===== config.mk =====
export PLATFORM = sky130hd
export DESIGN_NAME = uart_rx_fifo_bus
export DESIGN_NICKNAME = d
export VERILOG_FILES = /design/src/rtl/cpu_reg_package.sv /design/src/rtl/sync_fifo_mem.sv /design/src/rtl/uart_rx_fifo_bus.sv
export SDC_FILE = /design/constraint.sdc
export NUM_CORES = 1
export LEC_CHECK = 0
export ABC_AREA = 1
export BUFFER_PORTS_ARGS = -buffer_cell sky130_fd_sc_hd__buf_4
export CAP_MARGIN = 30
export CORE_MARGIN = 2
export CORE_UTILIZATION = 52
export DETAILED_ROUTE_END_ITERATION = 16
export PLACE_DENSITY = 0.76
export SLEW_MARGIN = 20
export SYNTH_ARGS = -nofsm -noshare
export SYNTH_HDL_FRONTEND = slang
export SYNTH_SLANG_ARGS = --single-unit

===== constraint.sdc =====
create_clock -name clk_i -period 2.5 [get_ports clk_i]
set_clock_uncertainty 0.15 [all_clocks]
set_input_delay 0.125 -clock clk_i [delete_from_list [all_inputs] [get_ports clk_i]]
set_output_delay 0.125 -clock clk_i [all_outputs]
set_load 0.05 [all_outputs]

===== src/rtl/cpu_reg_package.sv =====
// cpu_reg_package
//   Shared CPU bus definitions: bus widths, the peripheral address map with
//   start/end lookup helpers, and the register layout of the UART receive
//   FIFO block (register offsets, STATUS and CONTROL bit positions).
//   No ports; imported by the bus peripherals.
package cpu_reg_package;

  localparam int address_width = 32;
  localparam int data_width    = 32;

  // Peripheral regions decoded on the CPU bus.
  typedef enum logic [1:0] {
    ram_e          = 2'd0,
    uart_e         = 2'd1,
    uart_rx_fifo_e = 2'd2,
    unmapped_e     = 2'd3
  } cpu_address_e;

  // First byte address of a region.
  function automatic logic [address_width-1:0] get_address_start(input cpu_address_e region);
    logic [address_width-1:0] addr;
    case (region)
      ram_e:          addr = 32'h0000_0000;
      uart_e:         addr = 32'h0000_9000;
      uart_rx_fifo_e: addr = 32'h0000_9100;
      default:        addr = 32'hFFFF_FFFF;
    endcase
    return addr;
  endfunction

  // Last byte address of a region (inclusive).
  function automatic logic [address_width-1:0] get_address_end(input cpu_address_e region);
    logic [address_width-1:0] addr;
    case (region)
      ram_e:          addr = 32'h0000_8FFF;
      uart_e:         addr = 32'h0000_900F;
      uart_rx_fifo_e: addr = 32'h0000_910B;
      default:        addr = 32'hFFFF_FFFF;
    endcase
    return addr;
  endfunction

  // Receive FIFO register offsets from the block base address.
  localparam logic [address_width-1:0] RxFifoDataOff   = 32'h0000_0000;
  localparam logic [address_width-1:0] RxFifoStatusOff = 32'h0000_0004;
  localparam logic [address_width-1:0] RxFifoCtrlOff   = 32'h0000_0008;

  // DATA register layout.
  localparam int RxDataValidBit = 8;

  // STATUS register layout (count occupies the low bits).
  localparam int RxStatusEmptyBit = 16;
  localparam int RxStatusFullBit  = 17;
  localparam int RxStatusOvfBit   = 18;
  localparam int RxStatusIrqBit   = 19;

  // CONTROL register layout.
  localparam int RxCtrlFlushBit = 0;
  localparam int RxCtrlClrOvfBit = 1;

endpackage


===== src/rtl/sync_fifo_mem.sv =====
// sync_fifo_mem
//   Depth x Width storage for the receive FIFO. One synchronous write port,
//   one combinational read port addressed by pointer. The array carries no
//   reset: stale entries are never observable because occupancy is tracked
//   by the owner.
// Ports:
//   clk_i    - clock
//   wr_en_i  - write strobe
//   waddr_i  - write pointer
//   wdata_i  - write data
//   raddr_i  - read pointer
//   rdata_o  - entry at raddr_i (combinational)
module sync_fifo_mem #(
  parameter int Depth = 16,
  parameter int Width = 8
) (
  input  logic                     clk_i,
  input  logic                     wr_en_i,
  input  logic [$clog2(Depth)-1:0] waddr_i,
  input  logic [Width-1:0]         wdata_i,
  input  logic [$clog2(Depth)-1:0] raddr_i,
  output logic [Width-1:0]         rdata_o
);

  logic [Width-1:0] mem_r [Depth];

  // Storage write port.
  always_ff @(posedge clk_i) begin
    if (wr_en_i) begin
      mem_r[waddr_i] <= wdata_i;
    end
  end

  assign rdata_o = mem_r[raddr_i];

endmodule


===== src/rtl/uart_rx_fifo_bus.sv =====
// uart_rx_fifo_bus
//   Decoupling FIFO between the UART receiver and the CPU bus. Received bytes
//   are queued; the CPU sees three registers at BaseAddress:
//     +0 DATA    (read pops: {valid, byte}, 0 when empty)
//     +4 STATUS  (count, empty, full, sticky overflow, irq)
//     +8 CONTROL (write-only: bit0 flush, bit1 clear overflow)
//   Each bus access acts once even if the CPU holds the address: an access is
//   new only when the address or the write enable changed since last cycle.
// Optional feature macro: UART_RX_FIFO_IRQ_EN adds irq_o, a registered level
//   interrupt = (count >= IrqThreshold) | overflow, mirrored in STATUS bit 19.
// Ports:
//   clk_i, reset_n_i      - clock, asynchronous active-low reset
//   rx_data_i, rx_valid_i - byte and one-cycle strobe from the receiver
//   address_i, we_i, wdata_i - CPU bus request
//   rdata_o               - registered read data, 0 when not addressed
//   irq_o                 - level interrupt (UART_RX_FIFO_IRQ_EN only)
module uart_rx_fifo_bus
  import cpu_reg_package::*;
#(
  parameter logic [address_width-1:0] BaseAddress  = 32'h0000_9100,
  parameter int                       Depth        = 16,
  parameter int                       IrqThreshold = 8
) (
  input  logic                     clk_i,
  input  logic                     reset_n_i,
  input  logic [7:0]               rx_data_i,
  input  logic                     rx_valid_i,
  input  logic [address_width-1:0] address_i,
  input  logic                     we_i,
  input  logic [data_width-1:0]    wdata_i,
  output logic [data_width-1:0]    rdata_o
`ifdef UART_RX_FIFO_IRQ_EN
  ,
  output logic                     irq_o
`endif
);

  localparam int AW = $clog2(Depth);
  localparam int CW = AW + 1;

  localparam logic [AW-1:0] PtrOne   = {{(AW-1){1'b0}}, 1'b1};
  localparam logic [CW-1:0] CntOne   = {{(CW-1){1'b0}}, 1'b1};
  localparam logic [CW-1:0] DepthCnt = CW'(Depth);

  localparam logic [address_width-1:0] DataAddr   = BaseAddress + RxFifoDataOff;
  localparam logic [address_width-1:0] StatusAddr = BaseAddress + RxFifoStatusOff;
  localparam logic [address_width-1:0] CtrlAddr   = BaseAddress + RxFifoCtrlOff;

  // Legal configuration: power-of-two depth of at least 4, threshold in range.
  localparam logic CfgOk = (Depth >= 4) && ((Depth & (Depth - 1)) == 0) &&
                           (IrqThreshold >= 1) && (IrqThreshold <= Depth);

  logic [address_width-1:0] addr_q_r;
  logic                     we_q_r;
  logic [AW-1:0]            wr_ptr_r, rd_ptr_r;
  logic [CW-1:0]            count_r;
  logic                     ovf_r;
  logic [data_width-1:0]    rdata_r;
  logic                     irq_s;

  logic [AW-1:0]         wr_ptr_nxt_s, rd_ptr_nxt_s;
  logic [CW-1:0]         count_nxt_s;
  logic                  ovf_nxt_s;
  logic [data_width-1:0] rdata_nxt_s;
  logic [data_width-1:0] status_s;
  logic [7:0]            head_s;

  logic new_access_s, sel_data_s, sel_status_s, sel_ctrl_s;
  logic empty_s, full_s, pop_s, ctrl_wr_s, flush_s, clr_s, push_s, ovf_set_s;

  // CONTROL ignores the upper write-data bits; collected here on purpose.
  logic unused_s;
  assign unused_s = ^{wdata_i[data_width-1:2], CfgOk};

  assign new_access_s = (address_i != addr_q_r) || (we_i != we_q_r);
  assign sel_data_s   = (address_i == DataAddr);
  assign sel_status_s = (address_i == StatusAddr);
  assign sel_ctrl_s   = (address_i == CtrlAddr);

  assign empty_s = (count_r == {CW{1'b0}});
  assign full_s  = (count_r == DepthCnt);

  assign pop_s     = new_access_s && !we_i && sel_data_s && !empty_s;
  assign ctrl_wr_s = new_access_s && we_i && sel_ctrl_s;
  assign flush_s   = ctrl_wr_s && wdata_i[RxCtrlFlushBit];
  assign clr_s     = ctrl_wr_s && wdata_i[RxCtrlClrOvfBit];
  // A pop in the same cycle frees the slot, so a full FIFO still accepts.
  assign push_s    = rx_valid_i && (!full_s || pop_s) && !flush_s;
  assign ovf_set_s = rx_valid_i && full_s && !pop_s && !flush_s;

  sync_fifo_mem #(
    .Depth (Depth),
    .Width (8)
  ) u_mem (
    .clk_i   (clk_i),
    .wr_en_i (push_s),
    .waddr_i (wr_ptr_r),
    .wdata_i (rx_data_i),
    .raddr_i (rd_ptr_r),
    .rdata_o (head_s)
  );

`ifdef UART_RX_FIFO_IRQ_EN
  localparam logic [CW-1:0] IrqThr = CW'(IrqThreshold);
  logic irq_r;

  // Registered interrupt level from current occupancy and overflow.
  always_ff @(posedge clk_i or negedge reset_n_i) begin
    if (!reset_n_i) begin
      irq_r <= 1'b0;
    end else begin
      irq_r <= (count_r >= IrqThr) || ovf_r;
    end
  end

  assign irq_s = irq_r;
  assign irq_o = irq_r;
`else
  assign irq_s = 1'b0;
`endif

  // STATUS word assembled from live FIFO state.
  always_comb begin
    status_s                   = {data_width{1'b0}};
    status_s[CW-1:0]           = count_r;
    status_s[RxStatusEmptyBit] = empty_s;
    status_s[RxStatusFullBit]  = full_s;
    status_s[RxStatusOvfBit]   = ovf_r;
    status_s[RxStatusIrqBit]   = irq_s;
  end

  // Next-state decode for pointers, count, overflow and read data.
  always_comb begin
    wr_ptr_nxt_s = wr_ptr_r;
    rd_ptr_nxt_s = rd_ptr_r;
    count_nxt_s  = count_r;
    ovf_nxt_s    = ovf_r;
    rdata_nxt_s  = {data_width{1'b0}};

    if (flush_s) begin
      wr_ptr_nxt_s = {AW{1'b0}};
      rd_ptr_nxt_s = {AW{1'b0}};
      count_nxt_s  = {CW{1'b0}};
    end else begin
      if (push_s) begin
        wr_ptr_nxt_s = wr_ptr_r + PtrOne;
      end else begin
        wr_ptr_nxt_s = wr_ptr_r;
      end
      if (pop_s) begin
        rd_ptr_nxt_s = rd_ptr_r + PtrOne;
      end else begin
        rd_ptr_nxt_s = rd_ptr_r;
      end
      if (push_s && !pop_s) begin
        count_nxt_s = count_r + CntOne;
      end else if (pop_s && !push_s) begin
        count_nxt_s = count_r - CntOne;
      end else begin
        count_nxt_s = count_r;
      end
    end

    // Setting overflow takes priority over clearing it.
    if (ovf_set_s) begin
      ovf_nxt_s = 1'b1;
    end else if (clr_s) begin
      ovf_nxt_s = 1'b0;
    end else begin
      ovf_nxt_s = ovf_r;
    end

    // A held DATA address keeps the byte it popped instead of popping again.
    if (we_i) begin
      rdata_nxt_s = {data_width{1'b0}};
    end else if (sel_data_s) begin
      if (!new_access_s) begin
        rdata_nxt_s = rdata_r;
      end else if (pop_s) begin
        rdata_nxt_s = {{(data_width-RxDataValidBit-1){1'b0}}, 1'b1, head_s};
      end else begin
        rdata_nxt_s = {data_width{1'b0}};
      end
    end else if (sel_status_s) begin
      rdata_nxt_s = status_s;
    end else begin
      rdata_nxt_s = {data_width{1'b0}};
    end
  end

  // Bus-side state: access tracking, FIFO bookkeeping and read data.
  always_ff @(posedge clk_i or negedge reset_n_i) begin
    if (!reset_n_i) begin
      addr_q_r <= {address_width{1'b0}};
      we_q_r   <= 1'b0;
      wr_ptr_r <= {AW{1'b0}};
      rd_ptr_r <= {AW{1'b0}};
      count_r  <= {CW{1'b0}};
      ovf_r    <= 1'b0;
      rdata_r  <= {data_width{1'b0}};
    end else begin
      addr_q_r <= address_i;
      we_q_r   <= we_i;
      wr_ptr_r <= wr_ptr_nxt_s;
      rd_ptr_r <= rd_ptr_nxt_s;
      count_r  <= count_nxt_s;
      ovf_r    <= ovf_nxt_s;
      rdata_r  <= rdata_nxt_s;
    end
  end

  assign rdata_o = rdata_r;

endmodule


## After elaboration in Yosys (flattened, before gate mapping)

Memories as Yosys holds them, arrays and structs flattened.
Index checks and enable logic that the tools add are counted.

| storage, ports and cells | value |
|---|---|
| register bits after elaboration | 79 |
| bits in writable memories | 128 |
| input port bits | 76 |
| output and inout bits | 32 |
| logic and storage cells | 62 |
| memories | 1 |

Memory list:

| memory | words | bits a word | rd ports | clocked after Yosys merged registers in | wr ports | RTL line | text |
|---|---|---|---|---|---|---|---|
| u_mem.mem_r | 16 | 8 | 1 | 0 | 1 | sync_fifo_mem.sv:25 | `logic [Width-1:0] mem_r [Depth];` |

| operators by class | value |
|---|---|
| $add $sub $neg | 4 |
| equal/unequal tests | 7 |
| mux-type cells | 16 |
| reduce and logical (&&, ||, !) cells | 27 |

Operators by type and width:

| cell | number |
|---|---|
| equality test 32 x 16 -> 1 bit, second input constant | 3 |
| two-way mux 32 bit | 3 |
| != test 32 bit | 1 |
| two-way mux 19 bit | 1 |
| two-way mux 4 bit | 4 |
| two-way mux 5 bit | 3 |
| logical AND 1 bit | 14 |
| two-way mux 9 bit | 1 |
| adder 4 x 1 -> 4 bit, second input constant | 2 |
| zero test 1 bit | 6 |
| nonzero test 2 bit | 3 |
| adder 5 x 1 -> 5 bit, second input constant | 1 |
| equality test 5 bit, second input constant | 1 |
| zero test 5 bit | 1 |
| subtractor 5 x 1 -> 5 bit, second input constant | 1 |
| two-way mux 1 bit | 4 |
| != test 3 bit, second input constant | 1 |
| nonzero test 3 bit | 1 |
| logical OR 1 bit | 2 |
| != test 1 bit | 1 |

## Depth between registers and ports, before layout

| depth | value |
|---|---|
| depth after elaboration | 13 |
| mapped depth | 19 |
| mapped depth without buffers | 19 |

## Modules after synthesis

From an unflattened synthesis, not the netlist that was laid out.

| second synthesis, totals | value |
|---|---|
| cells, all modules | 858 |
| area, all modules | 8644.5 sq um |

Modules (own cells, without submodules):

| module | times used | cells each | area an instance (sq um) | sequential area each (sq um) |
|---|---|---|---|---|
| sync_fifo_mem | 1 | 543 | 5606.6 | 3843.7 |
| uart_rx_fifo_bus | 1 | 315 | 3037.9 | 1476.4 |

## Least setup slack after synthesis

OpenSTA, ideal clock, no wires.

| timing path | value |
|---|---|
| path kind | reg2reg |
| start | reg addr_q_r[13] |
| end | reg count_r[4] |
| setup time | 0.117 ns |
| data arrival time | 2.380 ns |
| data required time | 2.233 ns |
| slack | -0.147 ns |
| cell stages (with the launch flop) | 18 |
| path buffers | 0 |
| clock period less this slack | 2.647 ns |
| path through | dfrtp_1 > xnor2_1 > nand2_1 > nor2_1 > nand2_1 > nor2_1 > nand3_2 > nand3_4 > nand4_1 > fa_1 > nand3_1 > nand2_1 > xor2_1 > inv_1 > nand2_1 > nand2_1 > nand2_1 > nand2_1 |

| on the way | value |
|---|---|
| cells in the longest elaborated chain, start to end | 11 |
| elaborated cells on any way between the ends | 19 |
| those cells by class | eq/ne (1); mux (2); reduce/logical (16) |

Ends and longest elaborated chain:

| element | RTL line | text |
|---|---|---|
| start: declaration | uart_rx_fifo_bus.sv:53 | `logic [address_width-1:0] addr_q_r;` |
| start signal: assignment | uart_rx_fifo_bus.sv:194 | `addr_q_r <= {address_width{1'b0}};` |
| start signal: assignment | uart_rx_fifo_bus.sv:202 | `addr_q_r <= address_i;` |
| != test 32 bit (*) | uart_rx_fifo_bus.sv:75 | `assign new_access_s = (address_i != addr_q_r) \|\| (we_i != we_q_r);` |
| logical OR 1 bit (*) | uart_rx_fifo_bus.sv:75 |  |
| logical AND 1 bit (3 in series) | uart_rx_fifo_bus.sv:83 | `assign pop_s = new_access_s && !we_i && sel_data_s && !empty_s;` |
| logical OR 1 bit | uart_rx_fifo_bus.sv:88 | `assign push_s = rx_valid_i && (!full_s \|\| pop_s) && !flush_s;` |
| logical AND 1 bit (2 in series) | uart_rx_fifo_bus.sv:88 |  |
| logical AND 1 bit or zero test 1 bit (tied branches) | uart_rx_fifo_bus.sv:155, uart_rx_fifo_bus.sv:157 |  |
| two-way mux 5 bit or logical AND 1 bit (tied branches) | uart_rx_fifo_bus.sv:155, uart_rx_fifo_bus.sv:157 |  |
| two-way mux 5 bit or nonzero test 3 bit (tied branches) | n/a |  |
| end signal: assignment | uart_rx_fifo_bus.sv:198 | `count_r <= {CW{1'b0}};` |
| end signal: assignment | uart_rx_fifo_bus.sv:206 | `count_r <= count_nxt_s;` |
| end: declaration | uart_rx_fifo_bus.sv:56 | `logic [CW-1:0] count_r;` |

Every way passes the cells marked *; elsewhere a longest branch is shown, timed or not.
A chain may end at the register's enable or synchronous reset.

## Final worst setup path

| timing path | value |
|---|---|
| start | reg addr_q_r[30] |
| end | reg count_r[4] |

The elaborated chain is that of the path after synthesis.

==> flow_metrics.py <==
metrics = {
    "finish": {
        "multi_input_area_um2": 2530,
        "final_layout_size_suffix_gt1_share_pct": 21.1,
        "area.growth.synth_to_final_pct": 25.1,
        "fillers": 1081,
        "seq_area_um2": 5320,
        "nets": 943,
        "n_antenna_cell": 0,
    },
    "pwr": {
        "ir_drop_mv": 0.524,
        "power_density_nw_per_um2": 763,
        "p_leak_nw": 3.97,
    },
    "floorplanning": {
        "start_util_pct": 53.4,
        "die-width_um": 129,
        "core_um2": 15200,
        "die_h_um": 129,
        "die-area_um2": 16600,
        "rows": 45,
        "pin_count": 108,
    },
    "logic_synthesis": {
        "synth_top_cell_area_share_pct": 47.4,
        "synth_ff_type": "edfxtp_1",
        "synth_top_cells_by_area": "edfxtp_1, dfrtp_1, nand2_1, o21ai_0, nor2_1",
        "async_flop_share_pct": 31.6,
        "synth_edf_count": 128,
        "ys_seq_elements": 187,
        "yosysUniqueCellTypes": 48,
        "yosys_warnings": 0,
        "avgSynthCellArea_um2": 11.4,
        "syn-cell-area_um2": 8120,
        "yosys.area.top_type": "edfxtp_1",
        "seq_area_frac_synth_pct": 65.6,
        "synth_cells": 715,
        "yosys.cell_count.top_type": "edfxtp_1",
        "synthTopCellsByCount": "edfxtp_1, nand2_1, nor2_1",
    },
    "placement": {
        "place.gp.congestion": 0.838,
        "io_buffers": 57,
        "hpwl_um": 11800,
        "post-place-ws_ns": -0.254,
    },
    "global_route": {
        "grt_pass1_vias": 5780,
        "antenna_found_initial": 0,
        "grt_max_degree": 68,
        "grt-ovfl-total": 0,
        "grt_pass1_wl_um": 29400,
        "grtUsageTotal_pct": 23.1,
    },
    "clock_tree": {
        "clk_latency_ns": 0.43,
        "clockBufferDepth": 2,
        "cts_made_buffers": 17,
        "cts_sinks": 187,
        "h-tree-depth": 4,
        "cts_tree": "done",
        "clkSlewWorstSetupHoldPaths_ns": 0.07,
        "cts_root_buf": "clkbuf_16",
    },
    "route": {
        "routed_wirelength_um": 18300,
        "routedWlPerCell_um": 17.3,
        "firstDrtPassIters": 5,
        "post-route-drc-count": 0,
        "via_per_inst": 5.53,
        "drtIter0Drc": 571,
        "vias": 5854,
        "ant_nets": 0,
    },
    "timing": {
        "hold-worst-slack_ns": 0.0167,
        "hold_violations": 0,
        "tightest_slew_ns": 0.749,
        "final.setup.worst_slack_ns": -0.212,
        "finalSetupViolCount": 3,
        "finalCriticalPeriod_ns": 2.71,
        "final_max_slew_viol_count": 0,
        "maxSlewHeadroom_pct": 50.1,
        "fmax_ghz": 0.369,
        "tns_ns": -0.558,
        "period_share_pct": 108,
        "grt_setup_unrepaired": "true",
    },
    "setup_path": {
        "crit_arrival_ns": 2.89,
        "worstSetupPathType": "register to register",
        "required_ns": 2.68,
        "r2r-end": "count_r[4]",
        "crit_fanout": 3,
        "worstSetupEndpointType": "register",
        "rr_startpoint": "addr_q_r[30]",
        "r2r_slack_ns": -0.21,
        "startpoint_type": "register",
        "r2r_cells": 18,
        "cp-startpoint": "addr_q_r[30]",
    },
    "worst_hold_path": {
        "min_from": "rx_valid_i",
        "hold_depth": 4,
        "hold_end": "wr_ptr_r[1]",
        "hold_class": "primary input to register",
    },
    "status": {
        "violations": "setup timing",
        "status": "complete, but fails checks",
    },
    "flow_run": {
        "maxCapViolations": 0,
    },
}
layer usage:
layer	global-route usage, %	part of all wire, %	up-vias
met2	37.6	48	237
met5	0	0	-
met4	10.2	2.9	0
met1	30.7	43	2857
met3	4.32	5.8	33
li1	-	-	2727
flip-flops by register name, indices dropped and copies added, names as in the netlist:
register / count
rd_ptr_r: 4
ovf_r: 1
count_r: 5
addr_q_r: 32
u_mem.mem_r: 128
wr_ptr_r: 4
we_q_r: 1
rdata_o: 12
cells in the final DEF, fill, tap and decap left out, types with 17 or more instances in the layout:
master	synthesis	layout
nor2_1	67	65
buf_4	20	101
inv_1	49	49
o21ai_0	53	53
conb_1	1	20
dfrtp_1	59	58
edfxtp_1	128	128
a21oi_1	24	23
xnor2_1	22	21
dlygate4sd3_1	0	44
clkbuf_16	0	17
nand2_1	115	114
nand3_1	40	39
where the power goes:
part           leakage (nW)  internal [mW]  switching, mW  total, mW
Sequential             1.87           3.61          0.122       3.73
Clock                 0.275           1.42           1.25       2.66
Combinational          1.83          0.537          0.804       1.34
worst max path at each step:
stage | to | slack, ns
after global routing | count_r[4] | -0.39
after floorplan | count_r[4] | -0.13
after CTS | count_r[4] | -0.22
after global placement | count_r[4] | -0.09
final | count_r[4] | -0.21
after detailed placement | count_r[4] | -0.25
what timing repair did:
| action | CTS | global route |
|---|---|---|
| gates resized for setup | 3 | 17 |
| setup endpoints to repair | 43 | 133 |
| pin swaps | 21 | 16 |
| hold buffers | 44 | 0 |
| hold endpoints to repair | 224 | 0 |
| buffers inserted | 6 | 1 |
| cloned | 0 | 0 |
critical path: stages, from the launching register on:
cell     delay [ns]
dfrtp_1        0.38
xnor2_1        0.16
nand2_1        0.08
nor2_1         0.13
nand2_1        0.09
nor2_2         0.13
nand3_4        0.13
nand2_4        0.10
nand4_1        0.14
buf_4          0.19
fa_2           0.36
nand3_2        0.08
nand2_2        0.06
xor2_2         0.15
inv_1          0.05
nand2_1        0.06
nand2_1        0.05
nand2_1        0.07
nand2_1        0.05
through the flow:
| stage | utilization, % | cell area, um^2 | total power [mW] | instances |
|---|---|---|---|---|
| 6_report | 66.8 | 10100 | 7.74 | 1059 |
| 5_1_grt | 66.8 | 10100 | 8.05 | 1059 |
| 4_1_cts | 66.3 | 10100 | 7.69 | 1059 |
| 3_5_place_dp | 59.1 | 8990 | 4.97 | 977 |
| 3_3_place_gp | 59.1 | 8990 | 4.89 | 977 |
| 2_1_floorplan | - | 8230 | 4.50 | 734 |
final cells by class:
type / instances / share of cell area (%)
clock buffers: 18 / 4.23
repair buffers: 151 / 12.7
multi-input cells: 450 / 24.9
inverters: 51 / 1.89
well taps: 188 / 2.32
flip-flops and latches: 187 / 52.4
clock inverters: 14 / 1.55
cell families after synthesis:
group                      count (synthesis)  share of synthesized area (%)
other                                      1                         0.0462
buffers and inverters                     97                           5.60
AOI/OAI and AO/OA                        114                           8.20
DFF                                      187                           65.6
adders and majority gates                  9                           1.48
xor gates and xnor gates                  31                           3.35
and+or+nand+nor                          276                           15.8
Power figures use the tool's default switching activity.
